===== config.mk =====
export PLATFORM = sky130hd
export DESIGN_NAME = chaos_iter_ctrl
export DESIGN_NICKNAME = d
export VERILOG_FILES = /design/src/rtl/chaos_iter_ctrl.sv
export SDC_FILE = /design/constraint.sdc
export NUM_CORES = 1
export LEC_CHECK = 0
export ABC_AREA = 1
export CAP_MARGIN = 20
export CORE_MARGIN = 2
export CORE_UTILIZATION = 30
export DETAILED_ROUTE_END_ITERATION = 7
export SETUP_SLACK_MARGIN = 0.4
export SYNTH_ARGS = -nofsm -noshare
export SYNTH_HDL_FRONTEND = slang
export SYNTH_SLANG_ARGS = --single-unit

===== constraint.sdc =====
create_clock -name CLK -period 3.8 [get_ports CLK]
set_input_delay 0.38 -clock CLK [delete_from_list [all_inputs] [get_ports CLK]]
set_output_delay 0.38 -clock CLK [all_outputs]
set_load 0.02 [all_outputs]

===== src/rtl/chaos_iter_ctrl.sv =====
// chaos_iter_ctrl
// Sequences iterations of the logistic map x <- mu * x * (1 - x) in unsigned
// 2.16 fixed point. Each iteration uses two products, both borrowed from an
// external shared multiplier through a req/ack handshake.
//
// Ports
//   CLK        system clock, rising edge
//   RST        synchronous reset, active low
//   start      begin a run (taken only when not busy)
//   step_en    one-cycle pacing strobe; starts one iteration from WAIT_STEP
//   mu, x0     map parameter and initial value, latched at start
//   maxrepeat  number of iterates in the run, latched at start
//   mul_req    multiplier request; mul_a/mul_b are zero whenever it is low
//   mul_a/b    multiplier operands, held stable while mul_req is high
//   mul_ack    multiplier result valid (only honoured while requesting)
//   mul_p      full-width unsigned product
//   x_out      latest iterate; x_valid pulses once per new iterate
//   iter       iterates emitted so far in the current run
//   busy       run in progress; done pulses once on entry to DONE
//
// state     | meaning
// ----------+--------------------------------------------------------------
// IDLE      | after reset, waiting for start
// WAIT_STEP | run active, waiting for step_en
// MUL1      | requesting x * (1 - x)
// MUL2      | one idle cycle with mul_req low, then requesting mu * t
// EMIT      | x_out/x_valid presented, decide on next iteration or DONE
// DONE      | run finished, outputs held, waiting for start
module chaos_iter_ctrl #(
    parameter int W = 18
) (
    input  logic           CLK,
    input  logic           RST,
    input  logic           start,
    input  logic           step_en,
    input  logic [W-1:0]   mu,
    input  logic [W-1:0]   x0,
    input  logic [9:0]     maxrepeat,
    output logic           mul_req,
    output logic [W-1:0]   mul_a,
    output logic [W-1:0]   mul_b,
    input  logic           mul_ack,
    input  logic [2*W-1:0] mul_p,
    output logic [W-1:0]   x_out,
    output logic           x_valid,
    output logic [9:0]     iter,
    output logic           busy,
    output logic           done
);

    typedef enum logic [2:0] {
        S_IDLE, S_WAIT_STEP, S_MUL1, S_MUL2, S_EMIT, S_DONE
    } state_t;

    localparam logic [W-1:0] FX_ONE = W'(17'h10000);

    state_t       state, state_next;
    logic [W-1:0] mu_r, x_r, t_r, t_in;
    logic [9:0]   maxrep_r;
    logic         load_run, go_mul1, cap_t, issue_mul2, cap_x, enter_done;

    // Drop the 2.16 fraction tail; integer overflow saturates to all-ones.
    function automatic logic [W-1:0] rnd(input logic [2*W-1:0] p);
        if (|p[2*W-1:W+16]) rnd = '1;
        else                rnd = p[W+15:16];
    endfunction

    // 1 - x, floored at zero for x above 1.0
    assign t_in = (x_r > FX_ONE) ? '0 : (FX_ONE - x_r);

    always_ff @(posedge CLK) begin
        if (!RST) state <= S_IDLE;
        else      state <= state_next;
    end

    always_comb begin
        state_next = state;
        load_run   = 1'b0;
        go_mul1    = 1'b0;
        cap_t      = 1'b0;
        issue_mul2 = 1'b0;
        cap_x      = 1'b0;
        enter_done = 1'b0;
        case (state)
            S_IDLE, S_DONE: begin
                if (start) begin
                    load_run = 1'b1;
                    if (maxrepeat == '0) begin
                        state_next = S_DONE;
                        enter_done = 1'b1;
                    end else begin
                        state_next = S_WAIT_STEP;
                    end
                end
            end
            S_WAIT_STEP: begin
                if (step_en) begin
                    go_mul1    = 1'b1;
                    state_next = S_MUL1;
                end
            end
            S_MUL1: begin
                if (mul_req && mul_ack) begin
                    cap_t      = 1'b1;
                    state_next = S_MUL2;
                end
            end
            S_MUL2: begin
                // mul_req is low on the first MUL2 cycle so the previous
                // request is seen to end before the next one begins.
                if (!mul_req) begin
                    issue_mul2 = 1'b1;
                end else if (mul_ack) begin
                    cap_x      = 1'b1;
                    state_next = S_EMIT;
                end
            end
            S_EMIT: begin
                // iter already counts the iterate being emitted
                if (iter == maxrep_r) begin
                    state_next = S_DONE;
                    enter_done = 1'b1;
                end else begin
                    state_next = S_WAIT_STEP;
                end
            end
            default: state_next = S_IDLE;
        endcase
    end

    always_ff @(posedge CLK) begin
        if (!RST) begin
            mu_r     <= '0;
            x_r      <= '0;
            t_r      <= '0;
            maxrep_r <= '0;
            iter     <= '0;
            x_out    <= '0;
            mul_req  <= 1'b0;
            mul_a    <= '0;
            mul_b    <= '0;
            done     <= 1'b0;
        end else begin
            done <= enter_done;
            if (load_run) begin
                mu_r     <= mu;
                x_r      <= x0;
                maxrep_r <= maxrepeat;
                iter     <= '0;
            end
            if (go_mul1) begin
                mul_req <= 1'b1;
                mul_a   <= x_r;
                mul_b   <= t_in;
            end
            if (cap_t) begin
                t_r     <= rnd(mul_p);
                mul_req <= 1'b0;
                mul_a   <= '0;
                mul_b   <= '0;
            end
            if (issue_mul2) begin
                mul_req <= 1'b1;
                mul_a   <= mu_r;
                mul_b   <= t_r;
            end
            if (cap_x) begin
                x_r     <= rnd(mul_p);
                x_out   <= rnd(mul_p);
                iter    <= iter + 10'd1;
                mul_req <= 1'b0;
                mul_a   <= '0;
                mul_b   <= '0;
            end
        end
    end

    assign x_valid = (state == S_EMIT);
    assign busy    = (state == S_WAIT_STEP) || (state == S_MUL1) ||
                     (state == S_MUL2) || (state == S_EMIT);

endmodule

Word level (Yosys, flattened, before mapping)
Index checks and enable logic that the tools add are counted.
{"block": "word_totals", "regBits": 133, "in_bits": 87, "output_inout_bits": 68, "elab_cells": 76}
{"block": "op_classes", "add_sub_neg": 2, "magnitude_cmp": 1, "eq_ne": 11, "n_mux": 38, "n_bitwise": 1, "reduce_logical": 12}
{"cell": "$mux 18", "count": 10}
{"cell": "$mux 3", "count": 7}
{"cell": "$mux 10", "count": 2}
{"cell": "$gt 18x17->1 const B", "count": 1}
{"cell": "$sub 17x18->18 const A", "count": 1}
{"cell": "$mux 1", "count": 17}
{"cell": "$pmux 3 s5", "count": 1}
{"cell": "$add 10x1->10 const B", "count": 1}
{"cell": "$eq 10x10->1", "count": 1}
{"cell": "$logic_not 10->1", "count": 1}
{"cell": "$ne 2x2->1 const B", "count": 5}
{"cell": "$eq 3x2->1 const B", "count": 2}
{"cell": "$eq 3x3->1 const B", "count": 2}
{"cell": "$reduce_or 2->1", "count": 3}
{"cell": "$reduce_and 5->1", "count": 1}
{"cell": "$eq 3x1->1 const B", "count": 1}
{"cell": "$logic_not 3->1", "count": 1}
{"cell": "$logic_or 1x1->1", "count": 3}
{"cell": "$reduce_bool 3->1", "count": 1}
{"cell": "$pmux 1 s2", "count": 1}
{"cell": "$reduce_bool 2->1", "count": 1}
{"cell": "$logic_and 1x1->1", "count": 1}
{"cell": "$not 1->1", "count": 1}

Depth between registers and ports, before layout
{"block": "logic_depth", "ltp_word": 5, "ltp_mapped": 10, "mapped_depth_nobuf": 10}

Worst setup path before layout
OpenSTA, ideal clock, no wires.
{"block": "synth_timing", "path_type": "flip-flop to flip-flop", "startpoint": "reg mul_req", "endpoint": "reg mul_a[17]", "setup_ps": 117, "t_arrival_ps": 1495, "required_time_ps": 3683, "setup_slack_ps": 2188, "stages_incl_launch_ff": 9, "path_buffers": 1, "period_less_slack_ps": 1612, "cell_sequence": "dfxtp_1 > nand2_1 > nor3_1 > nor2_1 > nand2_2 > buf_2 > nand2_1 > a21oi_1 > nor2_1"}
{"block": "synth_via", "elab_chain_len": 5, "word_cells_on_any_way": 11, "classes_between": "mux: 8; reduce/logical: 3"}
{"item": "from (decl)", "line_no": "39", "source": "output logic mul_req,"}
{"item": "from (signal assigned)", "line_no": "139", "source": "mul_req <= 1'b0;"}
{"item": "from (signal assigned)", "line_no": "152", "source": "mul_req <= 1'b1;"}
{"item": "from (signal assigned)", "line_no": "158", "source": "mul_req <= 1'b0;"}
{"item": "$logic_and 1x1->1", "line_no": "103", "source": "if (mul_req && mul_ack) begin"}
{"item": "$mux 1", "line_no": "103"}
{"item": "$mux 1", "line_no": "84", "source": "case (state)"}
{"item": "$mux 18", "line_no": "156", "source": "if (cap_t) begin"}
{"item": "$mux 18", "line_no": "162", "source": "if (issue_mul2) begin"}
{"item": "to (signal assigned)", "line_no": "153", "source": "mul_a <= x_r;"}
{"item": "to (signal assigned)", "line_no": "164", "source": "mul_a <= mu_r;"}
{"item": "to (decl)", "line_no": "40", "source": "output logic [W-1:0] mul_a,"}
Parallel ways exist; a longest one is shown, timed or not.
A chain may end at the register's enable or synchronous reset.

Worst setup path in the final report
{"block": "layout_timing", "startpoint": "reg state[2]", "endpoint": "reg mul_b[15]"}
{"block": "layout_via", "elab_chain_len": 4, "word_cells_on_any_way": 11, "classes_between": "eq/ne: 3; mux: 6; reduce/logical: 2"}
{"item": "from (decl)", "line_no": "57", "source": "state_t state, state_next;"}
{"item": "from (signal assigned)", "line_no": "73", "source": "else state <= state_next;"}
{"item": "$eq 3x2->1", "line_no": "84"}
{"item": "$mux 1", "line_no": "84"}
{"item": "$mux 18", "line_no": "156"}
{"item": "$mux 18", "line_no": "162"}
{"item": "to (signal assigned)", "line_no": "154", "source": "mul_b <= t_in;"}
{"item": "to (signal assigned)", "line_no": "165", "source": "mul_b <= t_r;"}
{"item": "to (decl)", "line_no": "41", "source": "output logic [W-1:0] mul_b,"}
Parallel ways exist; a longest one is shown, timed or not.

==> impl_metrics.toml <==
[synth]
synth_edf_count = 0
netlist_instances = 863
async_flop_share = 0
synth_warnings = 0
syn_area_um2 = 6010
syn_nets = 952
synth-seq-area-share = 0.443
avgSynthCellArea_um2 = 6.97
yosys_register_bits = 133
yosysUniqueCellTypes = 28
synthFlopType = "dfxtp_1"

[sta]
finClkSkew_ns = 0.00743
slew_viol_final = 0
setup_viol = 0
finalSetupTns_ns = 0
setup_ws_ns = 1.21
relSlewSlack = 0.502
timing.hold.ws_ns = 0.445
max_freq_ghz = 0.386
hold_viol = 0
finalCritPeriodShare = 0.682
rsz0062_at_grt = "no"
period_needed_ns = 2.59
worst_slew_pin_slew_ns = 0.744

[job]
maxCapViolations = 0

[finish]
mostFrequentLayoutCell = "nand2_1"
fillCellCount = 2063
area_growth_pct = 35.0
fin_cells = 1259
diodes = 0
layout_common_cells = "nand2_1, clkdlybuf4s50_1, dfxtp_1"
multi_input_area_um2 = 2800
drive_gt1_frac = 0.0644
final_nets = 1071
fin_util = 0.415
fin_area_um2 = 8120
seqCellArea_um2 = 2660

[cts]
cts_buffer_depth = 2
tritoncts = "done"
postCtsSetupRepairBufs = 0
clk_pin_slew_ns = 0.05
cts_hold_buf = 0
cts.sinks = 133
cts_made_buffers = 17
clk_latency_ns = 0.42
cts_root_buf = "clkbuf_16"
htreeDepth = 4
cts_resized = 0

[detailed_routing]
routed_wl_um = 19300
firstDrtPassIters = 5
drt_iter0_markers = 414
ant_nets = 0
num_vias = 5982
wire_per_inst_um = 15.3
route.detailed.drc = 0
vias_per_cell = 4.75

[floorplanning]
design.core.area_um2 = 19600
start_util = 0.307
die-area_um2 = 21200
rows = 51
die_height_um = 146
boundaryPins = 155
dieWidth_um = 146

[global_route]
grt_pass1_wl_um = 30100
grt_pass1_vias = 5491
grt_max_degree = 57
grtUsageTotal = 0.180
antenna_found_initial = 0
globalRouteOverflowTotal = 0

[critical_path]
r2r_slack_ns = 1.21
critical_path_class = "flop to flop"
cp.arrival_ns = 2.95
setup.worst_path.start_class = "flop"
cp_max_fo = 36
cp.required_ns = 4.15
critPathCaptureType = "flop"

[placed_design]
portBuffers = 138
placed_cells = 1228
gp_congestion = 0.904
placedInstanceArea_um2 = 7590
pre_cts_slack_ns = 0.914
dp_hpwl_um = 13800

[power]
peakVddDrop_v = 0.000325
comb_power_share = 0.265
p_sw_frac = 0.323
clkPwrFrac = 0.346
power_switching_mw = 1.40
seq_power_share = 0.389
power.internal_mw = 2.94
leakage_nw = 3.21
power_mw = 4.34
pwr_density_cell_nw_per_um2 = 534

[hold_path]
min-delay-path-class = "flop to flop"

[outcome]
outcome = "finished clean"
[kinds of logic after synthesis]
kind of cell    count (synthesis)  share of synthesized area
compound gates                252                      0.216
xor+xnor                        7                     0.0102
fa+ha+maj                       2                    0.00416
buf+inv                       138                     0.0930
flops                         133                      0.443
simple gates                  331                      0.234
[worst max-delay path, stage by stage, from the launching register on]
cell and delay [ns]:
dfxtp_1 0.39, inv_2 0.06, nand2_2 0.12, nor2_1 0.10, nand2_2 0.42, inv_2 0.37
nor2_2 0.34, buf_4 0.39, o21ai_0 0.18, nor2_1 0.13
[power groups by stage]
| stage | clock [mW] | sequential [mW] | combinational, mW |
|---|---|---|---|
| after floorplan | 0 | 1.77 | 0.653 |
| after global placement | 0 | 1.72 | 1.14 |
| after detailed placement | 0 | 1.72 | 1.15 |
| after CTS | 1.52 | 1.69 | 1.16 |
| after global routing | 1.58 | 1.70 | 1.28 |
| final | 1.50 | 1.69 | 1.15 |
[cells in the mapped netlist (4+ instances only)]
master    count  area [µm²]
nand2_1     171         642
dfxtp_1     133        2660
o21ai_0     119         596
a21oi_1     113         566
nor2_1       89         334
inv_1        88         330
nand3_1      28         140
clkbuf_1     25        93.8
a31oi_1      15        93.8
buf_2        15        75.1
or2_2        14        87.6
nand4_1       9        56.3
buf_4         6        45.0
a22o_1        4        35.0
inv_2         4        15.0
nand3b_1      4        30.0
nor2_2        4        25.0
nor3_1        4        20.0
xnor2_1       4        35.0
[worst paths after layout]
check | from | cells after the start | end
max | state[2] | 9 | mul_b[15]
min | t_r[13] | 2 | t_r[13]
max reg2reg | state[2] | 9 | mul_b[15]
min reg2reg | t_r[13] | 2 | t_r[13]
[sequential cells by signal, indices dropped and copies added (netlist names)]
name and count:
mul_req 1, iter 10, mul_a 18, x_out 18, done 1, x_r 18
mul_b 18, state 3, mu_r 18, maxrep_r 10, t_r 18
[final cells by class]
class	count	share of cell area
clock inverter	4	0.00246
inverter	92	0.0425
multi-input combinational	592	0.344
tap	265	0.0408
clock buffer	27	0.0632
sequential	133	0.328
timing repair buffer	146	0.179
[metal layers]
layer | vias up | share of wire | track usage
met3 | 29 | 0.056 | 0.0442
li1 | 3055 | - | -
met5 | - | 0 | 0
met2 | 184 | 0.45 | 0.289
met1 | 2714 | 0.47 | 0.236
met4 | 0 | 0.021 | 0.0647
Power figures use the tool's default switching activity.
